===== config.mk =====
export PLATFORM = sky130hd
export DESIGN_NAME = uart_cmd_loader
export DESIGN_NICKNAME = d
export VERILOG_FILES = /design/src/rtl/uart_dbg_pkg.sv /design/src/rtl/uart_cmd_loader_word_assembler.sv /design/src/rtl/uart_cmd_loader.sv
export SDC_FILE = /design/constraint.sdc
export NUM_CORES = 1
export LEC_CHECK = 0
export ABC_CLOCK_PERIOD_IN_PS = 4100
export BUFFER_PORTS_ARGS = -buffer_cell sky130_fd_sc_hd__buf_4
export CORE_ASPECT_RATIO = 2
export CORE_MARGIN = 2
export CORE_UTILIZATION = 60
export DETAILED_ROUTE_END_ITERATION = 12
export PLACE_DENSITY = 0.83
export SYNTH_ARGS = -nofsm -noshare
export SYNTH_HDL_FRONTEND = slang
export SYNTH_SLANG_ARGS = --single-unit
export TNS_END_PERCENT = 20

===== constraint.sdc =====
create_clock -name clk -period 4.1 [get_ports clk]
set_input_delay 0.82 -clock clk [delete_from_list [all_inputs] [get_ports clk]]
set_output_delay 0.82 -clock clk [all_outputs]
set_load 0.05 [all_outputs]

===== src/rtl/uart_dbg_pkg.sv =====
// Shared constants for the debug UART command path: command bytes,
// loader FSM encoding and the default inter-byte timeout.
package uart_dbg_pkg;

    localparam logic [7:0] CMD_LOAD = 8'h6C;  // 'l'
    localparam logic [7:0] CMD_RUN  = 8'h72;  // 'r'
    localparam logic [7:0] CMD_HALT = 8'h68;  // 'h'
    localparam logic [7:0] CMD_STEP = 8'h73;  // 's'
    localparam logic [7:0] CMD_PRST = 8'h70;  // 'p'

    typedef enum logic [1:0] {
        IDLE     = 2'd0,
        GET_CNT  = 2'd1,
        GET_DATA = 2'd2
    } ld_state_t;

    // 100 ms at 50 MHz
    localparam int DEFAULT_TIMEOUT = 5000000;

endpackage


===== src/rtl/uart_cmd_loader_word_assembler.sv =====
// Big-endian byte-to-word assembler: shifts bytes in MSB first and flags
// a complete word one cycle after its last byte arrives.
module word_assembler
    import uart_dbg_pkg::*;
#(
    parameter int DATA_W = 32
) (
    input  logic              clk,
    input  logic              rst_n,
    input  logic              clr,
    input  logic              byte_vld,
    input  logic [7:0]        byte_in,
    output logic              word_vld,
    output logic [DATA_W-1:0] word
);

    localparam int NB    = DATA_W / 8;
    localparam int CNT_W = (NB > 1) ? $clog2(NB) : 1;
    localparam logic [CNT_W-1:0] LAST = CNT_W'(NB - 1);

    logic [DATA_W-1:0] shreg_p0;
    logic [CNT_W-1:0]  cnt_p0;
    logic              word_vld_p1;

    always_ff @(posedge clk or negedge rst_n) begin
        if (!rst_n) begin
            shreg_p0    <= '0;
            cnt_p0      <= '0;
            word_vld_p1 <= 1'b0;
        end else begin
            word_vld_p1 <= 1'b0;
            if (clr) begin
                shreg_p0 <= '0;
                cnt_p0   <= '0;
            end else if (byte_vld) begin
                shreg_p0 <= (shreg_p0 << 8) | DATA_W'(byte_in);
                if (cnt_p0 == LAST) begin
                    cnt_p0      <= '0;
                    word_vld_p1 <= 1'b1;
                end else begin
                    cnt_p0 <= cnt_p0 + CNT_W'(1);
                end
            end
        end
    end

    // The shift register still holds the full word during the write cycle,
    // even if the next word's first byte is captured at the end of it.
    assign word_vld = word_vld_p1;
    assign word     = shreg_p0;

endmodule


===== src/rtl/uart_cmd_loader.sv =====
// Debug UART command decoder and program loader: run/halt/step/reset
// control of the pipeline and byte-stream loading of instruction memory.
module uart_cmd_loader
    import uart_dbg_pkg::*;
#(
    parameter int DATA_W  = 32,
    parameter int ADDR_W  = 8,
    parameter int TO_W    = 24,
    parameter int TIMEOUT = DEFAULT_TIMEOUT
) (
    input  logic              clk,
    input  logic              rst_n,
    input  logic              rx_done_tick,
    input  logic [7:0]        rx_data,
    output logic              imem_we,
    output logic [ADDR_W-1:0] imem_addr,
    output logic [DATA_W-1:0] imem_wdata,
    output logic              cpu_rst,
    output logic              clk_enable,
    output logic              step_pulse,
    output logic              load_done,
    output logic              err,
    output logic              busy
);

    localparam logic [TO_W-1:0] TO_LAST = TO_W'(TIMEOUT - 1);

    ld_state_t         state_q, state_d;
    logic              clk_en_q, clk_en_d;
    logic              cpu_rst_q, cpu_rst_d;
    logic              busy_q, busy_d;
    logic              step_q, step_d;
    logic              err_q, err_d;
    logic [8:0]        rem_q, rem_d;
    logic [ADDR_W-1:0] addr_q, addr_d;
    logic [TO_W-1:0]   to_q, to_d;
    logic              asm_clr;
    logic              asm_byte_vld;
    logic              word_vld;
    logic [DATA_W-1:0] word;

    assign asm_byte_vld = rx_done_tick && (state_q == GET_DATA);

    word_assembler #(
        .DATA_W (DATA_W)
    ) u_asm (
        .clk      (clk),
        .rst_n    (rst_n),
        .clr      (asm_clr),
        .byte_vld (asm_byte_vld),
        .byte_in  (rx_data),
        .word_vld (word_vld),
        .word     (word)
    );

    always_ff @(posedge clk or negedge rst_n) begin
        if (!rst_n) begin
            state_q   <= IDLE;
            clk_en_q  <= 1'b0;
            cpu_rst_q <= 1'b0;
            busy_q    <= 1'b0;
            step_q    <= 1'b0;
            err_q     <= 1'b0;
            rem_q     <= '0;
            addr_q    <= '0;
            to_q      <= '0;
        end else begin
            state_q   <= state_d;
            clk_en_q  <= clk_en_d;
            cpu_rst_q <= cpu_rst_d;
            busy_q    <= busy_d;
            step_q    <= step_d;
            err_q     <= err_d;
            rem_q     <= rem_d;
            addr_q    <= addr_d;
            to_q      <= to_d;
        end
    end

    always_comb begin
        state_d   = state_q;
        clk_en_d  = clk_en_q;
        cpu_rst_d = 1'b0;
        busy_d    = 1'b0;
        step_d    = 1'b0;
        err_d     = 1'b0;
        rem_d     = rem_q;
        addr_d    = addr_q;
        to_d      = '0;
        asm_clr   = 1'b0;
        load_done = 1'b0;

        case (state_q)
            IDLE: begin
                if (rx_done_tick) begin
                    case (rx_data)
                        CMD_RUN:  clk_en_d = 1'b1;
                        CMD_HALT: clk_en_d = 1'b0;
                        CMD_STEP: step_d = !clk_en_q;
                        CMD_PRST: cpu_rst_d = 1'b1;
                        CMD_LOAD: begin
                            clk_en_d  = 1'b0;
                            cpu_rst_d = 1'b1;
                            busy_d    = 1'b1;
                            state_d   = GET_CNT;
                        end
                        default:  err_d = 1'b1;
                    endcase
                end
            end

            GET_CNT: begin
                cpu_rst_d = 1'b1;
                busy_d    = 1'b1;
                if (rx_done_tick) begin
                    rem_d   = (rx_data == 8'h00) ? 9'd256 : {1'b0, rx_data};
                    addr_d  = '0;
                    asm_clr = 1'b1;
                    state_d = GET_DATA;
                end else if (to_q == TO_LAST) begin
                    err_d     = 1'b1;
                    cpu_rst_d = 1'b0;
                    busy_d    = 1'b0;
                    asm_clr   = 1'b1;
                    state_d   = IDLE;
                end else begin
                    to_d = to_q + TO_W'(1);
                end
            end

            GET_DATA: begin
                cpu_rst_d = 1'b1;
                busy_d    = 1'b1;
                if (word_vld) begin
                    addr_d = addr_q + ADDR_W'(1);
                    rem_d  = rem_q - 9'd1;
                    if (rem_q == 9'd1) begin
                        load_done = 1'b1;
                        cpu_rst_d = 1'b0;
                        busy_d    = 1'b0;
                        state_d   = IDLE;
                    end
                end
                // A tick always clears the counter first, so a write and a
                // timeout can never land on the same cycle.
                if (rx_done_tick) begin
                    to_d = '0;
                end else if (to_q == TO_LAST) begin
                    err_d     = 1'b1;
                    cpu_rst_d = 1'b0;
                    busy_d    = 1'b0;
                    asm_clr   = 1'b1;
                    state_d   = IDLE;
                end else begin
                    to_d = to_q + TO_W'(1);
                end
            end

            default: state_d = IDLE;
        endcase
    end

    assign imem_we    = word_vld;
    assign imem_addr  = addr_q;
    assign imem_wdata = word;
    assign cpu_rst    = cpu_rst_q;
    assign clk_enable = clk_en_q;
    assign step_pulse = step_q;
    assign err        = err_q;
    assign busy       = busy_q;

endmodule


# After elaboration in Yosys (flattened, before gate mapping)

Cells that the tools add are included.
Widths: inputs -> output; s select.

$add $sub $neg: 4
Equal/unequal tests: 15
Multiplexer cells: 53
Bitwise logic cells: 1
Reduce and logical (&&, ||, !) cells: 14

Operator list:

| cell                  | number |
|---|---|
| $mux 24               | 3 |
| $mux 32               | 2 |
| $eq 8x7->1 const B    | 5 |
| $or 32x8->32          | 1 |
| $mux 9                | 3 |
| $add 24x1->24 const B | 1 |
| $eq 24x23->1 const B  | 1 |
| $mux 1                | 24 |
| $mux 2                | 11 |
| $pmux 9 s2            | 1 |
| $mux 8                | 2 |
| $pmux 8 s2            | 1 |
| $eq 9x1->1 const B    | 1 |
| $reduce_and 3->1      | 3 |
| $sub 9x1->9 const B   | 1 |
| $add 8x1->8 const B   | 1 |
| $logic_not 8->1       | 1 |
| $pmux 1 s2            | 3 |
| $pmux 1 s3            | 2 |
| $pmux 2 s3            | 1 |
| $reduce_bool 2->1     | 3 |
| $reduce_or 2->1       | 3 |
| $reduce_or 5->1       | 1 |
| $eq 2x2->1 const B    | 2 |
| 8 further kinds       | 10 |

Bits in registers: 83
Input bits: 11

# Logic depth before layout (Yosys ltp)

Word-level depth: 6
Mapped depth: 9

# By module

Synthesis repeated with hierarchy kept, for this count alone.

Cell total of the unflattened synthesis: 416
Area, all modules: 4,155.2 um^2

By module, submodules not included:

| module          | times used | cells each | area each (um^2) | seq. area each (um^2) |
|---|---|---|---|---|
| uart_cmd_loader | 1          | 301        | 2,738.9          | 1,201.2 |
| word_assembler  | 1          | 115        | 1,416.4          | 875.8 |

# Least setup slack after synthesis

No wires, ideal clock.

Kind: register to output
Start point: reg u_asm.word_vld_p1 (netlist: u_asm.word_vld)
End point: out load_done
Arrival time: 1.694 ns
Path slack: 1.586 ns
Cell stages (with the launch flop): 4
Path buffers: 0
Path through: dfrtp_1 -> nor4b_1 -> nand3_1 -> nor2_1

Word-level cells in the longest chain between the ends: 2

RTL lines:

| what                   | RTL line                             | RTL |
|---|---|---|
| start, declared        | uart_cmd_loader_word_assembler.sv:23 | `logic word_vld_p1;` |
| start signal, assigned | uart_cmd_loader_word_assembler.sv:29 | `word_vld_p1 <= 1'b0;` |
| start signal, assigned | uart_cmd_loader_word_assembler.sv:31 | `word_vld_p1 <= 1'b0;` |
| start signal, assigned | uart_cmd_loader_word_assembler.sv:39 | `word_vld_p1 <= 1'b1;` |
| $mux 1                 | uart_cmd_loader.sv:134               | `if (word_vld) begin` |
| $mux 1                 | uart_cmd_loader.sv:93                | `case (state_q)` |
| end, declared          | uart_cmd_loader.sv:21                | `output logic load_done,` |

No other way between the ends.

# Final worst setup path

Start point: reg state_q[0]
End point: out load_done

Word-level cells in the longest chain between the ends: 2

RTL lines:

| what                   | RTL line              | RTL |
|---|---|---|
| start, declared        | uart_cmd_loader.sv:28 | `ld_state_t state_q, state_d;` |
| start signal, assigned | uart_cmd_loader.sv:68 | `state_q <= state_d;` |
| $eq 2x2->1             | uart_cmd_loader.sv:93 |  |
| $mux 1                 | uart_cmd_loader.sv:93 |  |

No other way between the ends.

==> impl_metrics.env <==
export IMPL_hold_buffers=0
export IMPL_reg2reg_slack_ps=1210
export IMPL_hold_class="reg -> reg"
export IMPL_dr_pass1_iters=7
export IMPL_routed_wl_um=8890
export IMPL_clock_latency_ps=340
export IMPL_dr_first_iter_drc_count=224
export IMPL_synthMuxAreaShare_pct=0.529
export IMPL_hp_start="clk_enable$_DFFE_PN0P_"
export IMPL_setup_ws_ps=1200
export IMPL_synth_simple_area_share_pct=25.2
export IMPL_num_rows=42
export IMPL_synth_top_family_by_area="simple AND/OR/NAND/NOR gates"
export IMPL_nFillCells=494
export IMPL_fin_setup_tns_ps=0
export IMPL_min_period_ps=2900
export IMPL_portBuffers=57
export IMPL_synth_top_area_share_pct=51.6
export IMPL_rsz0062_at_grt="false"
export IMPL_rr_startpoint="state_q[0]$_DFFE_PN0P_"
export IMPL_start_kind="flip-flop"
export IMPL_cts_tree="built"
export IMPL_yosys_cell_types_count=49
export IMPL_dp_hpwl_um=6210
export IMPL_die_area_um2=7410
export IMPL_ant_nets=0
export IMPL_gp_congestion=0.799
export IMPL_vias=3308
export IMPL_clock_path_buffers=2
export IMPL_synth_compound_area_share_pct=10.1
export IMPL_layout_nets=500
export IMPL_ys_warn_count=0
export IMPL_cts_root_buffer="clkbuf_16"
export IMPL_clock_sinks=83
export IMPL_netlist_instances=431
export IMPL_post_cts_buffers=0
export IMPL_drive_gt1_share_pct=17.1
export IMPL_synth_seq_cells=83
export IMPL_reg2reg_to="rem_q[2]$_DFFE_PN0P_"
export IMPL_crit_type="reg -> out"
export IMPL_multi_input_area_um2=1790
export IMPL_syn_to_final_growth_pct=18.3
export IMPL_min_to="step_pulse$_DFF_PN0_"
export IMPL_worst_pin_slew_ps=1170
export IMPL_grt_max_degree=84
export IMPL_grt_pass1_wl_um=14200
export IMPL_slew_violations=0
export IMPL_clk_pin_slew_ps=60
export IMPL_finClkSkew_ps=6.84
export IMPL_cts_resized=0
export IMPL_worstSetupEndpointType="output pin"
export IMPL_cts_inserted_buffers=9
export IMPL_n_antenna_cell=0
export IMPL_cts_htree_levels=3
export IMPL_grt_pass1_vias=3197
export IMPL_avgSynthCellArea_um2=9.33
export IMPL_fmax_mhz=345
export IMPL_detail_route_vias_per_cell=5.77
export IMPL_slew_headroom_pct=21.2
export IMPL_outcome="completed"
export IMPL_arrival_ps=2080
export IMPL_peakVddDrop_mv=0.310
export IMPL_hold_depth=1
export IMPL_finalSetupViolCount=0
export IMPL_initial_utilization_pct=61.2
export IMPL_synth_area_um2=4020
export IMPL_synth_xor_area_share_pct=5.88
export IMPL_finalCritPeriodShare_pct=70.7
export IMPL_cp_data_required_time_ps=3280
export IMPL_synthArstFlopShare_pct=100
export IMPL_synthAdderAreaFrac_pct=2.80
export IMPL_grt_ovfl_total=0
export IMPL_synthFlopType="dfrtp_1"
export IMPL_fp_dieW_um=61.9
export IMPL_seq_area_um2=2080
export IMPL_netlist_top_cells_area="dfrtp_1 52%, nand2_1 8.5%, a21oi_1 5.4%, xor2_1 4.1%, nor2_1 4.1%"
export IMPL_timing_max_cap_violations=0
export IMPL_finish_utilization_pct=72.4
export IMPL_synth_seq_area_share_pct=51.6
export IMPL_wl_per_cell_um=15.5
export IMPL_post_place_ws_ps=1260
export IMPL_synthTopCellsByCount="91 x nand2_1, 83 x dfrtp_1, 44 x nor2_1"
export IMPL_boundaryPins=58
export IMPL_yosysMostFrequentCell="nand2_1"
export IMPL_core_area_um2=6570
export IMPL_hold_viol_final=0
export IMPL_r2r_cells=7
export IMPL_synth_edff_count=0
export IMPL_p_per_area_nw_per_um2=553
export IMPL_grtUsageTotal_pct=25.7
export IMPL_route_detailed_drc=0
export IMPL_p_leak_nw=2.13
export IMPL_synth_fp_nets=451
export IMPL_antenna_found_initial=0
export IMPL_crit_path_max_fanout=20
export IMPL_die_y_um=120
export IMPL_synth_top_area_cell="dfrtp_1"
==> layer usage <==
metal,GRT usage [%],vias to the layer above,share of wire (%)
met3,5.06,23,4.9
met2,44.6,100,55
li1,-,1579,-
met5,0,-,0
met4,14.1,0,3.9
met1,27.2,1606,37
==> critical path, cell delays in order (launching register included) <==
cell	delay [ps]
dfrtp_1	410
inv_1	120
ha_1	580
inv_1	160
nor2_1	230
buf_4	240
==> report_power, final <==
| part | switching, mW | internal (mW) |
|---|---|---|
| Sequential | 0.125 | 0.945 |
| Clock | 0.307 | 0.550 |
| Combinational | 0.486 | 0.219 |
==> state kept, by name, indices dropped and copies added (netlist names) <==
name,flops
step_pulse,1
err,1
u_asm.word_vld,1
clk_enable,1
rem_q,9
busy,1
cpu_rst,1
u_asm.word,32
state_q,2
imem_addr,8
u_asm.cnt_p0,2
to_q,24
==> layout make-up <==
| class | instances | area share [%] |
|---|---|---|
| Multi-Input combinational cell | 321 | 37.7 |
| Sequential cell | 83 | 43.6 |
| Inverter | 8 | 0.631 |
| Tap cell | 88 | 2.31 |
| Clock buffer | 12 | 5.18 |
| Clock inverter | 4 | 1.55 |
| Timing Repair Buffer | 57 | 8.99 |
==> placed cells by master, fill, tap and decap left out, types with 2 or more instances in the layout <==
| master | synthesis | layout |
|---|---|---|
| o221a_2 | 2 | 2 |
| nor4_1 | 8 | 8 |
| o21ai_0 | 10 | 10 |
| or4b_2 | 2 | 2 |
| nand4_1 | 12 | 12 |
| a21oi_1 | 43 | 43 |
| inv_1 | 8 | 8 |
| nor2_1 | 44 | 44 |
| ha_1 | 9 | 9 |
| and4_1 | 3 | 3 |
| nand3_1 | 20 | 20 |
| buf_4 | 2 | 57 |
| bufinv_16 | 0 | 2 |
| nor4b_1 | 2 | 2 |
| o22a_1 | 2 | 2 |
| a211oi_1 | 2 | 2 |
| and2_1 | 2 | 2 |
| and3_1 | 6 | 6 |
| nor3b_1 | 2 | 2 |
| dfrtp_1 | 83 | 83 |
| clkbuf_16 | 0 | 9 |
| clkbuf_1 | 10 | 2 |
| xnor2_1 | 8 | 8 |
| nand4b_1 | 2 | 2 |
| o22ai_1 | 6 | 6 |
| nor3_1 | 7 | 7 |
| nand2_1 | 91 | 91 |
| xor2_1 | 19 | 19 |
==> per-stage QoR <==
step / total power, mW / instances / instance area [um^2] / hold WS, ps
finish: 2.63 / 573 / 4760 / 489
global route: 2.74 / 573 / 4760 / 525
CTS: 2.64 / 573 / 4760 / 478
detailed placement: 1.78 / 557 / 4440 / 471
global placement: 1.75 / 557 / 4440 / 467
floorplan: 1.56 / 431 / 4020 / 471
==> cell families after synthesis <==
group | count (synthesis)
AOI/OAI and AO/OA | 71
xor gates and xnor gates | 27
adders and majority gates | 9
buffers and inverters | 27
DFF | 83
muxes | 2
and+or+nand+nor | 212
==> worst max path at each step <==
stage | start | endpoint | cells past startpoint | slack, ps
global placement | state_q[0]$_DFFE_PN0P_ | rem_q[2]$_DFFE_PN0P_ | 7 | 1380
floorplan | u_asm.word_vld$_DFF_PN0_ | load_done | 3 | 1590
detailed placement | state_q[0]$_DFFE_PN0P_ | rem_q[2]$_DFFE_PN0P_ | 7 | 1260
global route | state_q[0]$_DFFE_PN0P_ | rem_q[2]$_DFFE_PN0P_ | 7 | 1000
CTS | state_q[0]$_DFFE_PN0P_ | load_done | 5 | 1200
finish | state_q[0]$_DFFE_PN0P_ | load_done | 5 | 1200
(Power assumes the default switching activity.)
